[config.mk]
export PLATFORM = sky130hd
export DESIGN_NAME = scr_data_path
export DESIGN_NICKNAME = d
export VERILOG_FILES = /design/src/rtl/scr_pkg.sv /design/src/rtl/scr_lfsr8.sv /design/src/rtl/scr_data_path.sv
export SDC_FILE = /design/constraint.sdc
export NUM_CORES = 1
export LEC_CHECK = 0
export ABC_AREA = 1
export BUFFER_PORTS_ARGS = -buffer_cell sky130_fd_sc_hd__buf_2
export CAP_MARGIN = 10
export CORE_ASPECT_RATIO = 0.75
export CORE_MARGIN = 10
export CORE_UTILIZATION = 35
export DETAILED_ROUTE_END_ITERATION = 8
export PLACE_DENSITY = 0.51
export SETUP_SLACK_MARGIN = 0.05
export SYNTH_ARGS = -nofsm -noshare
export SYNTH_HDL_FRONTEND = slang
export SYNTH_HIERARCHICAL = 1
export SYNTH_SLANG_ARGS = --single-unit
export TNS_END_PERCENT = 30
[constraint.sdc]
create_clock -name clk -period 3.24 [get_ports clk]
set_clock_uncertainty 0.15 [all_clocks]
set_input_delay 0.162 -clock clk [delete_from_list [all_inputs] [get_ports clk]]
set_output_delay 0.162 -clock clk [all_outputs]
set_load 0.02 [all_outputs]
[src/rtl/scr_pkg.sv]
// rtl/scr_pkg.sv - shared constants, FSM states and LFSR step for the scrambler data path
package scr_pkg;

  localparam logic [15:0] SEED_DEFAULT = 16'hFFFF;
  // x^16+x^5+x^4+x^3+1 as taps on s[15], s[4], s[3], s[2]
  localparam logic [15:0] LFSR_TAPS = 16'b1000_0000_0001_1100;

  typedef enum logic [1:0] {
    IDLE = 2'd0,
    PASS = 2'd1,
    SCR  = 2'd2
  } state_t;

  function automatic logic [15:0] lfsr_step(input logic [15:0] s);
    return {s[14:0], ^(s & LFSR_TAPS)};
  endfunction

endpackage

[src/rtl/scr_lfsr8.sv]
// rtl/scr_lfsr8.sv - 16-bit Fibonacci LFSR unrolled eight steps per byte
// With load set, the keystream is taken from SEED so a frame's first byte can use it directly.
module scr_lfsr8 import scr_pkg::*; #(
  parameter logic [15:0] SEED = SEED_DEFAULT
) (
  input  logic       clk,
  input  logic       reset,
  input  logic       load,
  input  logic       advance,
  output logic [7:0] ks
);

  logic [15:0] s;
  logic [15:0] walk;

  always_comb begin
    walk = load ? SEED : s;
    ks   = '0;
    for (int k = 0; k < 8; k++) begin
      ks[k] = walk[15];
      walk  = lfsr_step(walk);
    end
  end

  always_ff @(posedge clk) begin
    if (reset)        s <= SEED;
    else if (advance) s <= walk;
    else if (load)    s <= SEED;
  end

endmodule

[src/rtl/scr_data_path.sv]
// rtl/scr_data_path.sv - per-frame byte scrambler with leading pass-through region
// One-deep registered stage; in_ready is combinational backpressure from the output register.
module scr_data_path import scr_pkg::*; #(
  parameter logic [15:0] SEED  = SEED_DEFAULT,
  parameter int          CNT_W = 8
) (
  input  logic       clk,
  input  logic       reset,
  input  logic       scr_choose,
  input  logic [7:0] unscr_length,
  input  logic       in_valid,
  output logic       in_ready,
  input  logic [7:0] in_data,
  input  logic       in_sof,
  input  logic       in_eof,
  output logic       out_valid,
  input  logic       out_ready,
  output logic [7:0] out_data,
  output logic       out_sof,
  output logic       out_eof,
  output logic       frame_err
);

  state_t           state, state_nxt;
  logic [CNT_W-1:0] cnt;
  logic             cfg_scr;
  logic [7:0]       cfg_len;
  logic             accept, is_scr, err, lfsr_load, lfsr_adv;
  logic [7:0]       ks;

  assign in_ready = !out_valid || out_ready;
  assign accept   = in_valid && in_ready;

  scr_lfsr8 #(.SEED(SEED)) u_lfsr (
    .clk     (clk),
    .reset   (reset),
    .load    (lfsr_load),
    .advance (lfsr_adv),
    .ks      (ks)
  );

  always_ff @(posedge clk) begin
    if (reset) begin
      state     <= IDLE;
      cnt       <= '0;
      cfg_scr   <= 1'b0;
      cfg_len   <= '0;
      out_valid <= 1'b0;
      out_data  <= '0;
      out_sof   <= 1'b0;
      out_eof   <= 1'b0;
      frame_err <= 1'b0;
    end else begin
      state     <= state_nxt;
      frame_err <= err;
      // cnt holds the index of the byte about to be accepted
      if (accept) begin
        if (in_sof) begin
          cfg_scr <= scr_choose;
          cfg_len <= unscr_length;
          cnt     <= CNT_W'(1);
        end else if (state != IDLE && cnt != '1) begin
          cnt <= cnt + CNT_W'(1);
        end
        out_valid <= 1'b1;
        out_data  <= in_data ^ (is_scr ? ks : 8'h00);
        out_sof   <= in_sof;
        out_eof   <= in_eof;
      end else if (out_ready) begin
        out_valid <= 1'b0;
      end
    end
  end

  always_comb begin
    state_nxt = state;
    if (accept) begin
      if (in_sof) begin
        if (in_eof)                   state_nxt = IDLE;
        else if (unscr_length > 8'd1) state_nxt = PASS;
        else                          state_nxt = SCR;
      end else if (state != IDLE) begin
        if (in_eof)
          state_nxt = IDLE;
        else if (state == PASS && cnt == CNT_W'(cfg_len) - CNT_W'(1))
          state_nxt = SCR;
      end
    end
  end

  always_comb begin
    err       = 1'b0;
    is_scr    = 1'b0;
    lfsr_load = 1'b0;
    lfsr_adv  = 1'b0;
    if (accept) begin
      if (in_sof) begin
        err       = (state != IDLE);
        lfsr_load = 1'b1;
        is_scr    = scr_choose && (unscr_length == 8'd0);
      end else if (state == IDLE) begin
        err = 1'b1;
      end else begin
        is_scr = cfg_scr && (state == SCR);
      end
      lfsr_adv = is_scr;
    end
  end

endmodule
Word level (Yosys, flattened, before mapping)

Cells that the tools add are included.

Bits in registers: 47
Input port bits: 23
Output and inout port bits: 13
Word-level logic and storage cells: 65

Add/sub/neg operators: 2
$lt $le $gt $ge: 1
Eq/ne operators: 4
Muxes and demuxes: 20
Bitwise logic cells: 2
Reductions and logical operators: 26

Operators by type and width:

| operator                                                       | count |
|---|---|
| parity 16 bit                                                  | 8 |
| two-way mux 16 bit                                             | 2 |
| two-way mux 8 bit                                              | 3 |
| two-way mux 2 bit                                              | 6 |
| two-way mux 1 bit                                              | 9 |
| adder 8 x 1 -> 8 bit (second input constant)                   | 1 |
| equality test 8 bit                                            | 1 |
| greater-than comparator 8 x 1 -> 1 bit (second input constant) | 1 |
| zero test 8 bit                                                | 1 |
| != test 8 bit (second input constant)                          | 1 |
| nonzero test 2 bit                                             | 4 |
| subtractor 8 x 1 -> 8 bit (second input constant)              | 1 |
| XOR 8 bit                                                      | 1 |
| logical AND 1 bit                                              | 5 |
| AND reduction 2 bit                                            | 2 |
| AND reduction 3 bit                                            | 1 |
| nonzero test 3 bit                                             | 1 |
| equality test 2 x 1 -> 1 bit (second input constant)           | 1 |
| equality test 2 bit (second input constant)                    | 1 |
| zero test 2 bit                                                | 1 |
| OR reduction 2 bit                                             | 1 |
| zero test 1 bit                                                | 1 |
| logical OR 1 bit                                               | 1 |
| NOT 1 bit                                                      | 1 |

Logic depth before layout (Yosys ltp)

Depth in word-level cells: 9
Gate-level depth with buffers: 19
Mapped depth without buffers: 18

Cells and area by module

Netlist, hierarchy kept.

By module, submodules not included:

| module        | times used | cells each | area each (µm²) | seq. area each (µm²) |
|---|---|---|---|---|
| scr_data_path | 1          | 237        | 1739.2          | 620.6 |
| scr_lfsr8     | 1          | 155        | 1106.1          | 320.3 |

Worst setup path before layout

No wires, ideal clock.

Path kind: register to register
From: register out_valid
To: register u_lfsr.s[0]
Library setup time: 119 ps
Data arrival time: 1865 ps
Data required time: 2971 ps
Slack: 1105 ps
Cell stages (with the launch flop): 19
Path buffers: 1
Period minus slack after synthesis: 2135 ps
Cell sequence: dfxtp_1 > nand2_2 > nand2_4 > nor2_8 > buf_6 > nor2_2 > nand2_1 > nand2_2 > inv_2 > nand2_4 > nand2_4 > nand2_2 > nand2_2 > nand2_2 > nand2_2 > nand2_2 > inv_2 > nand2_2 > nand3_2

Word-level cells in the longest chain between the ends: 9
Elaborated cells on any way between the ends: 13
Classes of those cells: mux (4); reduce/logical (9)

Ends and longest elaborated chain:

| what                        | line                | RTL |
|---|---|---|
| start, declared             | scr_data_path.sv:16 | `output logic out_valid,` |
| start signal, assigned      | scr_data_path.sv:48 | `out_valid <= 1'b0;` |
| start signal, assigned      | scr_data_path.sv:65 | `out_valid <= 1'b1;` |
| start signal, assigned      | scr_data_path.sv:70 | `out_valid <= 1'b0;` |
| zero test 1 bit (*)         | scr_data_path.sv:31 | `assign in_ready = !out_valid \|\| out_ready;` |
| logical OR 1 bit (*)        | scr_data_path.sv:31 |  |
| named net in_ready          | scr_data_path.sv:12 | `output logic in_ready,` |
| logical AND 1 bit (*)       | scr_data_path.sv:32 | `assign accept = in_valid && in_ready;` |
| two-way mux 1 bit (*)       | scr_data_path.sv:96 | `if (accept) begin` |
| named net lfsr_load         | scr_data_path.sv:28 | `logic accept, is_scr, err, lfsr_load, lfsr_adv;` |
| two-way mux 16 bit (*)      | -                   |  |
| parity 16 bit (3 in series) | scr_pkg.sv:15       | `return {s[14:0], ^(s & LFSR_TAPS)};` |
| two-way mux 16 bit (*)      | scr_lfsr8.sv:27     | `else if (advance) s <= walk;` |
| end signal, assigned        | scr_lfsr8.sv:27     |  |
| end, declared               | scr_lfsr8.sv:13     | `logic [15:0] s;` |

Mark *: on every way through the listed nets, which the timed path passes. The rest lies on a longest branch.
A chain may end at the register's enable or synchronous reset.

Worst setup path after layout

From: input port unscr_length[6]
To: register u_lfsr.s[12]

Word-level cells in the longest chain between the ends: 5

Ends and longest elaborated chain:

| what               | line                 | RTL |
|---|---|---|
| start, declared    | scr_data_path.sv:10  | `input logic [7:0] unscr_length,` |
| zero test 8 bit    | scr_data_path.sv:100 | `is_scr = scr_choose && (unscr_length == 8'd0);` |
| logical AND 1 bit  | scr_data_path.sv:100 |  |
| two-way mux 1 bit  | scr_data_path.sv:97  | `if (in_sof) begin` |
| two-way mux 1 bit  | -                    |  |
| named net is_scr   | scr_data_path.sv:28  |  |
| two-way mux 16 bit | scr_lfsr8.sv:27      |  |

The timed path passes the listed nets, and every way through them passes these cells.

==> key figures <==
Critical path
  – Largest fanout on the critical path: 17
  – Critical Path RT: 3.25 ns
  – Startpoint Class: input port
  – Worst setup path category: input port to flip-flop
  – Worst R2R Start: out_valid
  – Longest individual stage delay on the worst path: 0.54 ns
  – Library cell appearing most often on the critical path: a21oi_1
  – Cell breakdown of the critical path: dlygate4sd3_1 -> buf_2 -> nor3_1 -> nand3_2 -> a21oi_1 -> buf_4 -> inv_1 -> a21oi_1 -> o21ai_0
  – Reg-to-reg slack, setup: 1.01 ns
  – Critical path launch point: unscr_length[6]
  – Cell type of the slowest stage on the worst timing path: dlygate4sd3_1
  – Register-to-Register Path Depth: 16
  – Reg-to-Reg End: u_lfsr/s[0]
  – Kind of end point of the critical path: flip-flop
  – Crit path arrival time: 2.33 ns

Clock tree
  – Clock latency on the worst-skew pair: 0.30 ns
  – Clk sink count: 47
  – TritonCTS clock tree: done
  – Clock buffer count from CTS: 5
  – Buffers from clock root to sink, at most: 2
  – # hold bufs at CTS: 11
  – Clk root buf: clkbuf_8
  – Clk slew on worst S/H paths: 0.08 ns
  – Deepest level of the CTS H-tree: 2
  – Number of buffers inserted to repair setup after CTS: 0
  – Cells resized by post-CTS repair: 0

Die
  – Initial core utilization: 0.359
  – X dimension of the die: 124 um
  – I/O pin count: 36
  – Die height: 98.1 um
  – Count of standard-cell rows: 28
  – Die Area: 12,200 sq um
  – Core ar.: 7920 sq um

Logic synthesis
  – Synthesized instance count: 392
  – XOR/XNOR Fraction of Synth Area: 0.0633
  – Number of nets produced by synthesis: 418
  – Yosys synthesis warning count: 6
  – Sequential fraction of the synthesis area: 0.331
  – Post-synthesis adder-cell area fraction: 0.0132
  – Post-synthesis compound-gate area fraction: 0.148
  – Simple logic cell fraction of the synthesized area: 0.363
  – Summed instance area of the synthesized netlist: 2850 sq um
  – Main combinational cell family by area after synthesis: simple AND/OR/NAND/NOR gates
  – Mapped Avg Cell Area: 7.26 sq um
  – Share of cell area taken by muxes after synthesis: 0
  – Total of flip-flops plus latches after synthesis: 47
  – Cell variety after synth: 38

Power and ir drop
  – Leakage component of the power: 1.45 nW
  – Power per Cell Area: 387 nW/um^2
  – Max VDD drop: 0.000172 V

Drt
  – Vias per Instance: 4.70
  – Detailed Routing Iterations Pass 1: 4
  – Drt first-iter violations: 165
  – Post-route DRC violation count: 0
  – Routed len/inst: 13.5 um
  – Total via count in the routed design: 2,545
  – Routed Antenna Nets: 0
  – Final Routed Wirelength: 7340 um

Timing
  – Final setup viols: 0
  – Final TNS setup: 0 ns
  – Worst slew margin relative to its limit: 0.492
  – Fin crit period: 2.31 ns
  – Share of the cycle needed by the critical path after routing: 0.714
  – Number of failing hold endpoints at the final stage: 0
  – Max-slew violation count: 0
  – Hold WS: 0.00765 ns
  – Setup repair after global routing missed its margin: false
  – Transition time of the tightest slew-check pin: 0.762 ns
  – Highest clock rate: 432 MHz

Worst hold path
  – Hold path endpoint: out_data[2]
  – HP Class: input port to flip-flop
  – Start point of the worst min-delay path: in_data[2]
  – Cell depth of the worst hold path: 3

Placement
  – Detailed-placement wirelength estimate: 5570 um
  – Post-placement cell count: 523
  – Final RePlAce weighted congestion: 0.819
  – IO buf count: 35

Final layout
  – Final non-filler cell total: 542
  – Number of nets in the layout: 462
  – Most common cell after layout, fill and taps aside: nand2_1
  – Ant diodes: 0
  – Most frequent cells in the layout: nand2_1 (60), dfxtp_1 (47), nor2_1 (39), buf_2 (35), inv_1 (34)
  – Synth-to-Final Area Change: 17.1%
  – Share of layout cells above drive strength 1: 0.265

Run status
  – Result of the run: finished clean

Global routing
  – Number of antenna violations at the first check in global routing: 0
  – Largest net degree at the start of global routing: 27
  – Total gr overflow: 0
  – Global-route wire length before repair: 12,200 um
  – GRT Resource Usage Total: 0.124
  – Number of global-route vias before repair: 2,423

Job
  – Max-cap violations: 0
[cell usage after synthesis]
cell	number	area share
xnor2_1	5	0.015
a31oi_1	1	0.0022
xnor3_1	1	0.0079
a21oi_2	1	0.0031
clkinv_2	1	0.0018
inv_1	34	0.045
inv_6	1	0.0031
nor2_1	39	0.051
inv_4	1	0.0022
nor3b_2	1	0.0044
nor3_1	2	0.0035
nand3_1	23	0.040
o21ai_2	1	0.0031
or2_1	2	0.0044
nand2_1	60	0.079
ha_1	3	0.013
o211ai_1	7	0.018
nor2_4	4	0.016
dfxtp_1	47	0.33
nor3_2	1	0.0035
nand2_2	28	0.062
nand2_4	8	0.032
inv_2	8	0.011
xor2_1	13	0.040
nand4_1	1	0.0022
clkbuf_1	5	0.0066
a21oi_1	30	0.053
nor2_8	1	0.0070
o21ai_0	33	0.058
nor4_4	1	0.0075
o21ai_1	6	0.011
and3_1	3	0.0066
buf_2	2	0.0035
nand3_2	5	0.018
nand3_4	1	0.0062
buf_1	1	0.0013
buf_6	2	0.0079
nor2_2	9	0.020
[power breakdown]
group / switching [mW] / internal [mW]
registers: 0.0179 / 0.602
clock network: 0.201 / 0.250
logic: 0.136 / 0.0815
[logic make-up (layout without fill, tap and decap cells)]
kind of cell,count (synthesis),after routing
AO/OA/AOI/OAI,79,79
XOR/XNOR,19,19
flip-flops,47,47
AND/OR/NAND/NOR,189,189
adder cells (fa/ha/maj),3,3
buffers and inverters,55,100
[state kept, by name (all words and copies together) (netlist names)]
name,count
cfg_len,8
out_data,8
out_eof,1
cnt,8
u_lfsr/s,16
out_valid,1
state,2
frame_err,1
out_sof,1
cfg_scr,1
[routing by layer]
metal  up-vias  part of all wire  track usage
met1      1132              0.56        0.192
met3         4             0.061       0.0299
met5         -                 0            0
li1       1361                 -            -
met2        48              0.37        0.163
met4         0            0.0098       0.0318
[worst max-delay path, delay by kind of cell]
kind | cells | cell delay, ns
compound gates | 3 | 0.47
simple gates | 2 | 0.53
buf+inv | 4 | 1.16
[worst max path at each step]
stage / endpoint / slack (ns)
after floorplan: u_lfsr/s[0] / 1.11
after global placement: u_lfsr/s[0] / 1.06
after detailed placement: u_lfsr/s[0] / 1.02
after CTS: u_lfsr/s[0] / 0.96
after global routing: u_lfsr/s[12] / 0.73
final: u_lfsr/s[12] / 0.93
[metrics by stage]
stage	util	power [mW]	area (sq um)	setup slack [ns]
floorplan	-	0.778	2850	1.11
global placement	0.392	0.839	3100	1.06
detailed placement	0.392	0.840	3100	1.02
CTS	0.421	1.31	3330	0.955
global route	0.421	1.36	3330	0.730
finish	0.421	1.29	3330	0.928
[layout make-up]
type / count / area [sq um]
clock buffers: 6 / 82.6
clock inverters: 2 / 35.0
fillers: 842 / 4590
inverters: 45 / 178
multi-input cells: 290 / 1670
flip-flops and latches: 47 / 941
well taps: 105 / 131
repair buffers: 47 / 293
Note: power is estimated with default switching activity, not from simulation.
